==> src/rtl/can_tx_mbox_arb.sv <==
// can_tx_mbox_arb: multi-mailbox transmit scheduler in front of the single-frame
// CAN transmitter. Holds NUM_MBOX frames and launches the pending frame with the
// lowest identifier first (lowest index on ties), reporting per-mailbox completion.
// Optional watchdog: define CAN_TX_WATCHDOG_EN to abandon a frame whose core_done
// never arrives within TIMEOUT_CYC cycles; the frame stays pending and retries.
module can_tx_mbox_arb #(
    parameter int NUM_MBOX    = 4,
    parameter int IDX_W       = 2,
    parameter int TIMEOUT_CYC = 100000
) (
    input  logic                clk,
    input  logic                rst,
    input  logic                wr_en,
    input  logic [IDX_W-1:0]    wr_idx,
    input  logic [10:0]         wr_id,
    input  logic [3:0]          wr_dlc,
    input  logic [63:0]         wr_data,
    input  logic                abort_en,
    input  logic [IDX_W-1:0]    abort_idx,
    output logic                core_start,
    output logic [10:0]         core_id,
    output logic [3:0]          core_dlc,
    output logic [63:0]         core_data,
    input  logic                core_done,
    output logic [NUM_MBOX-1:0] mbox_pending,
    output logic [NUM_MBOX-1:0] mbox_done,
    output logic                active,
    output logic [IDX_W-1:0]    active_idx,
    output logic                wr_err,
    output logic [15:0]         tx_count,
    output logic                timeout
);

    typedef enum logic [1:0] {
        IDLE      = 2'd0,
        START     = 2'd1,
        WAIT_DONE = 2'd2
    } state_t;

    // Catch inconsistent parameter sets at elaboration time.
    if (IDX_W != $clog2(NUM_MBOX)) begin : g_idx_w_check
        $error("IDX_W must equal clog2(NUM_MBOX)");
    end
    if (TIMEOUT_CYC < 2) begin : g_timeout_check
        $error("TIMEOUT_CYC must be at least 2");
    end

    // Mailbox storage
    logic [10:0]         r_id   [NUM_MBOX];
    logic [3:0]          r_dlc  [NUM_MBOX];
    logic [63:0]         r_data [NUM_MBOX];
    logic [NUM_MBOX-1:0] r_pending;

    // Launch / status registers
    state_t              r_state;
    state_t              w_state_nxt;
    logic                r_active;
    logic [IDX_W-1:0]    r_active_idx;
    logic                r_core_start;
    logic [10:0]         r_core_id;
    logic [3:0]          r_core_dlc;
    logic [63:0]         r_core_data;
    logic [NUM_MBOX-1:0] r_mbox_done;
    logic                r_wr_err;
    logic [15:0]         r_tx_count;

    // Request decode
    logic                w_wr_hit_active;
    logic                w_abort_hit_active;
    logic                w_wr_ok;
    logic                w_abort_ok;
    logic                w_wr_err;
    logic [3:0]          w_dlc_sat;

    // Arbitration and FSM strobes
    logic                w_any;
    logic [IDX_W-1:0]    w_win_idx;
    logic [10:0]         w_win_id;
    logic                w_launch;
    logic                w_finish;
    logic                w_expire;
    logic                w_wd_hit;

    // The mailbox in flight is frozen: writes and aborts to it are refused.
    // A write and an abort to the same mailbox in one cycle: the abort wins.
    assign w_wr_hit_active    = r_active && (wr_idx == r_active_idx);
    assign w_abort_hit_active = r_active && (abort_idx == r_active_idx);
    assign w_wr_ok    = wr_en && !w_wr_hit_active && !(abort_en && (abort_idx == wr_idx));
    assign w_abort_ok = abort_en && !w_abort_hit_active;
    assign w_wr_err   = (wr_en && w_wr_hit_active) || (abort_en && w_abort_hit_active);
    assign w_dlc_sat  = (wr_dlc > 4'd8) ? 4'd8 : wr_dlc;

    // Pick the pending mailbox with the lowest id; strict '<' keeps the lowest index on ties.
    // A mailbox being aborted this cycle is excluded so it cannot be launched.
    always_comb begin
        // NOTE: every always_comb output gets a default first so no path leaves it
        // unassigned; an unassigned path would infer a latch.
        w_any     = 1'b0;
        w_win_idx = '0;
        w_win_id  = '1;
        for (int i = 0; i < NUM_MBOX; i++) begin
            if (r_pending[i] && !(w_abort_ok && (abort_idx == IDX_W'(i))) &&
                (!w_any || (r_id[i] < w_win_id))) begin
                w_any     = 1'b1;
                w_win_idx = IDX_W'(i);
                w_win_id  = r_id[i];
            end
        end
    end

    // FSM next-state and one-cycle control strobes.
    always_comb begin
        w_state_nxt = r_state;
        w_launch    = 1'b0;
        w_finish    = 1'b0;
        w_expire    = 1'b0;
        case (r_state)
            IDLE: begin
                if (w_any) begin
                    w_launch    = 1'b1;
                    w_state_nxt = START;
                end
            end
            START: begin
                w_state_nxt = WAIT_DONE;
            end
            WAIT_DONE: begin
                if (core_done) begin
                    w_finish    = 1'b1;
                    w_state_nxt = IDLE;
                end else if (w_wd_hit) begin
                    w_expire    = 1'b1;
                    w_state_nxt = IDLE;
                end
            end
            default: w_state_nxt = IDLE;
        endcase
    end

    // FSM state register.
    always_ff @(posedge clk) begin
        // NOTE: sequential state uses non-blocking assignments so every register
        // samples pre-edge values regardless of statement order.
        if (rst) r_state <= IDLE;
        else     r_state <= w_state_nxt;
    end

    // Mailbox contents: loaded by accepted writes.
    always_ff @(posedge clk) begin
        if (rst) begin
            // NOTE: the mailbox array is cleared on reset because reset must return
            // every mailbox register to 0; this forces flops rather than RAM.
            for (int i = 0; i < NUM_MBOX; i++) begin
                r_id[i]   <= '0;
                r_dlc[i]  <= '0;
                r_data[i] <= '0;
            end
        end else if (w_wr_ok) begin
            r_id[wr_idx]   <= wr_id;
            r_dlc[wr_idx]  <= w_dlc_sat;
            r_data[wr_idx] <= wr_data;
        end
    end

    // Pending flags: set by writes, cleared by aborts and by completion.
    always_ff @(posedge clk) begin
        if (rst) begin
            r_pending <= '0;
        end else begin
            if (w_wr_ok)    r_pending[wr_idx]       <= 1'b1;
            if (w_abort_ok) r_pending[abort_idx]    <= 1'b0;
            if (w_finish)   r_pending[r_active_idx] <= 1'b0;
        end
    end

    // Launch path: latch the winner in IDLE and hold it until the next latch.
    always_ff @(posedge clk) begin
        if (rst) begin
            r_active     <= 1'b0;
            r_active_idx <= '0;
            r_core_start <= 1'b0;
            r_core_id    <= '0;
            r_core_dlc   <= '0;
            r_core_data  <= '0;
        end else begin
            r_core_start <= (r_state == START);
            if (w_launch) begin
                r_active     <= 1'b1;
                r_active_idx <= w_win_idx;
                r_core_id    <= r_id[w_win_idx];
                r_core_dlc   <= r_dlc[w_win_idx];
                r_core_data  <= r_data[w_win_idx];
            end else if (w_finish || w_expire) begin
                r_active <= 1'b0;
            end
        end
    end

    // Completion and error reporting.
    always_ff @(posedge clk) begin
        if (rst) begin
            r_mbox_done <= '0;
            r_wr_err    <= 1'b0;
            r_tx_count  <= '0;
        end else begin
            r_mbox_done <= w_finish ? (NUM_MBOX'(1) << r_active_idx) : '0;
            r_wr_err    <= w_wr_err;
            if (w_finish) r_tx_count <= r_tx_count + 16'd1;
        end
    end

`ifdef CAN_TX_WATCHDOG_EN
    localparam int WD_W = $clog2(TIMEOUT_CYC);

    logic [WD_W-1:0] r_wd_cnt;
    logic            r_timeout;

    assign w_wd_hit = (r_wd_cnt == WD_W'(TIMEOUT_CYC - 1));

    // Watchdog: zeroed in START so the first WAIT_DONE cycle counts as 0.
    always_ff @(posedge clk) begin
        if (rst) begin
            r_wd_cnt  <= '0;
            r_timeout <= 1'b0;
        end else begin
            r_timeout <= w_expire;
            if (r_state == START)          r_wd_cnt <= '0;
            else if (r_state == WAIT_DONE) r_wd_cnt <= r_wd_cnt + 1'b1;
        end
    end

    assign timeout = r_timeout;
`else
    assign w_wd_hit = 1'b0;
    assign timeout  = 1'b0;
`endif

    assign core_start   = r_core_start;
    assign core_id      = r_core_id;
    assign core_dlc     = r_core_dlc;
    assign core_data    = r_core_data;
    assign mbox_pending = r_pending;
    assign mbox_done    = r_mbox_done;
    assign active       = r_active;
    assign active_idx   = r_active_idx;
    assign wr_err       = r_wr_err;
    assign tx_count     = r_tx_count;

endmodule

==> config.mk <==
export PLATFORM = sky130hd
export DESIGN_NAME = can_tx_mbox_arb
export DESIGN_NICKNAME = d
export VERILOG_FILES = /design/src/rtl/can_tx_mbox_arb.sv
export SDC_FILE = /design/constraint.sdc
export NUM_CORES = 1
export LEC_CHECK = 0
export ABC_AREA = 1
export BUFFER_PORTS_ARGS = -buffer_cell sky130_fd_sc_hd__buf_2
export CAP_MARGIN = 20
export CORE_ASPECT_RATIO = 1.4
export CORE_MARGIN = 5
export CORE_UTILIZATION = 64
export CTS_CLUSTER_DIAMETER = 40
export DETAILED_ROUTE_END_ITERATION = 10
export PLACE_DENSITY = 0.85
export SYNTH_ARGS = -nofsm -noshare
export SYNTH_HDL_FRONTEND = slang
export SYNTH_SLANG_ARGS = --single-unit
==> constraint.sdc <==
create_clock -name clk -period 21 [get_ports clk]
set_input_delay 2.1 -clock clk [delete_from_list [all_inputs] [get_ports clk]]
set_output_delay 2.1 -clock clk [all_outputs]
set_load 0.02 [all_outputs]
==> flow_metrics.tcl <==
set metrics [dict create \
    clock.fmax_mhz 93.9 \
    io_buffers 195 \
    status "finished, final reports clean" \
    cp.arrival_ps 11120 \
    synth_ff_type "edfxtp_1" \
    drtIter0Drc 1749 \
    cts_max_path_buffers 3 \
    path_clk_slew_ps 70 \
    antenna_found_initial 0 \
    maxCapViolCount 0 \
    register_area_um2 11700 \
    cts_sinks 426 \
    cp_slowest_stage_delay_ps 640 \
    die_area_um2 34600 \
    first_pass_iters 6 \
    cp_num_buf_inv 6 \
    hold_start "tx_count[15]" \
    cts_hold_buf 0 \
    rr_startpoint "active_idx[1]" \
    wire_per_inst_um 18.8 \
    viasPerCell 5.86 \
    fin_skew_ps 13.0 \
    first_global_vias 16277 \
    hp-class "flip-flop to flip-flop" \
    hold_depth 1 \
    async_reset_ff_share_pct 0 \
    htreeDepth 2 \
    cp.required_ps 21470 \
    multi_input_area_um2 6580 \
    nets 2477 \
    routed-via-count 16312 \
    fillers 2140 \
    p_per_area_nw_per_um2 91.8 \
    clock_latency_ps 560 \
    core_area_um2 30600 \
    rr_endpoint "core_data[35]" \
    overflow 0 \
    path_max_fanout 97 \
    die_y_um 218 \
    synthTopCellsByArea "edfxtp_1, dfxtp_1, nor2_1" \
    critical_path.top_delay_family "simple AND/OR/NAND/NOR gates" \
    synth-edff-count 316 \
    final_layout_size_suffix_gt1_share_pct 13.0 \
    syn_to_final_growth_pct 13.1 \
    critPathLaunchType "primary input" \
    hold_end "tx_count[15]" \
    min_period_ps 10640 \
    syn_inst 2236 \
    synth_top_area_share_pct 47.9 \
    die_x_um 159 \
    syn-num-nets 2354 \
    slew_violations 0 \
    crit_top_cell "nand2_1" \
    ys_ff_latch 426 \
    path_class "primary input to flip-flop" \
    cp.depth 44 \
    drc 0 \
    ios 197 \
    synth_most_common_cell "nor2_1" \
    avgSynthCellArea_um2 8.85 \
    grt_usage_pct 29.9 \
    cts_root_buf "clkbuf_16" \
    period_share_pct 50.7 \
    wl_um 52400 \
    power.leakage_uw 0.0100 \
    tightest_slew_ps 1170 \
    maxSlewHeadroom_pct 22.0 \
    yosysSeqAreaShare_pct 59.1 \
    placed_cells 2704 \
    placementRows 76 \
    gp_congestion 0.966 \
    ys_top_cells_by_count "nor2_1, nand2_1, edfxtp_1" \
    reg2reg_slack_ps 11530 \
    grt_first_pass_wirelength_um 81700 \
    initial_utilization_pct 64.6 \
    setup_viol 0 \
    final_cells 2785 \
    postCtsSetupRepairBufs 0 \
    hold_ws_ps 484 \
    grt_max_degree 102 \
    cts-resized-gates 0 \
    hold_viol 0 \
    synth.distinct_cells 38 \
    syn_area_um2 19800 \
    drtAntennaViolNets 0 \
    tritoncts "done" \
    worstRegToRegCells 44 \
    setup_ws_ps 10360 \
    setup_tns_ps 0 \
    critical_path.endpoint_type "flip-flop" \
    yosysTopAreaCell "edfxtp_1" \
    rsz0062_at_grt "false" \
    ir_drop_uv 69.5 \
    yosys_warnings 0 \
    dp_slack_ps 10020 \
    hpwl_um 29900 \
    cts_buffers 42 \
    power.total_uw 2060 \
    critPathSlowestCell "nand2_8" \
]
[metal layers]
metal	part of all wire, %	global-route usage [%]
met1	35	36.2
met2	50	51.5
met3	9.7	4.53
met4	4.8	15.5
met5	0	0
[power by group]
part | switching, µW | leakage [µW] | internal (µW)
Clock | 321 | 0.000692 | 432
Sequential | 30.1 | 0.00419 | 968
Combinational | 214 | 0.00516 | 89.5
Total | 565 | 0.0100 | 1490
[flip-flops by register name, summed over array words and instances, names as in the netlist]
register	count
active	1
active_idx	2
core_data	64
core_dlc	4
core_id	11
core_start	1
mbox_done	4
mbox_pending	4
r_data	256
r_dlc	16
r_id	44
r_state	2
tx_count	16
wr_err	1
[per-stage QoR]
stage	util, %	area (µm²)
after floorplan	-	19800
after global placement	68.1	20800
after detailed placement	68.5	21000
after CTS	73.0	22400
after global routing	73.1	22400
final	73.1	22400
[cells by family after synthesis]
group                    count (synthesis)  share of synthesized area (%)
AO/OA/AOI/OAI                          278                           7.41
buffers and inverters                  402                           8.10
adder cells (fa/ha/maj)                 30                           1.90
flip-flops                             426                           59.1
other                                    1                         0.0189
AND/OR/NAND/NOR                       1099                           23.5
[layout by cell type (no fill, tap or decap), drive strengths merged, types with 4 or more instances in the layout]
cell type,n
o21ai,152
inv,269
nand3,75
clkinv,18
edfxtp,316
nand2,417
nand3b,52
o22ai,4
o211ai,8
nor2,473
nor3,18
ha,30
buf,215
nand4,60
nor4,4
a21oi,100
dfxtp,110
clkbuf,54
[how the worst max path moves through the flow]
stage / startpoint / to / slack, ps
after floorplan: abort_idx[0] / r_data[3][0] / 11920
after global placement: abort_idx[0] / core_data[12] / 10120
after detailed placement: abort_idx[0] / core_data[10] / 10020
after CTS: abort_idx[0] / core_data[32] / 10530
after global routing: abort_idx[1] / core_data[60] / 9430
final: abort_idx[0] / core_data[35] / 10360
[area by class of cell]
type,count,area share [%]
inverters,266,4.46
diodes,2,0.0224
multi-input cells,1408,29.4
clock inverters,24,0.855
well taps,390,2.18
repair buffers,215,5.50
clock buffers,54,5.36
flip-flops and latches,426,52.2
Note: power is estimated with default switching activity, not from simulation.
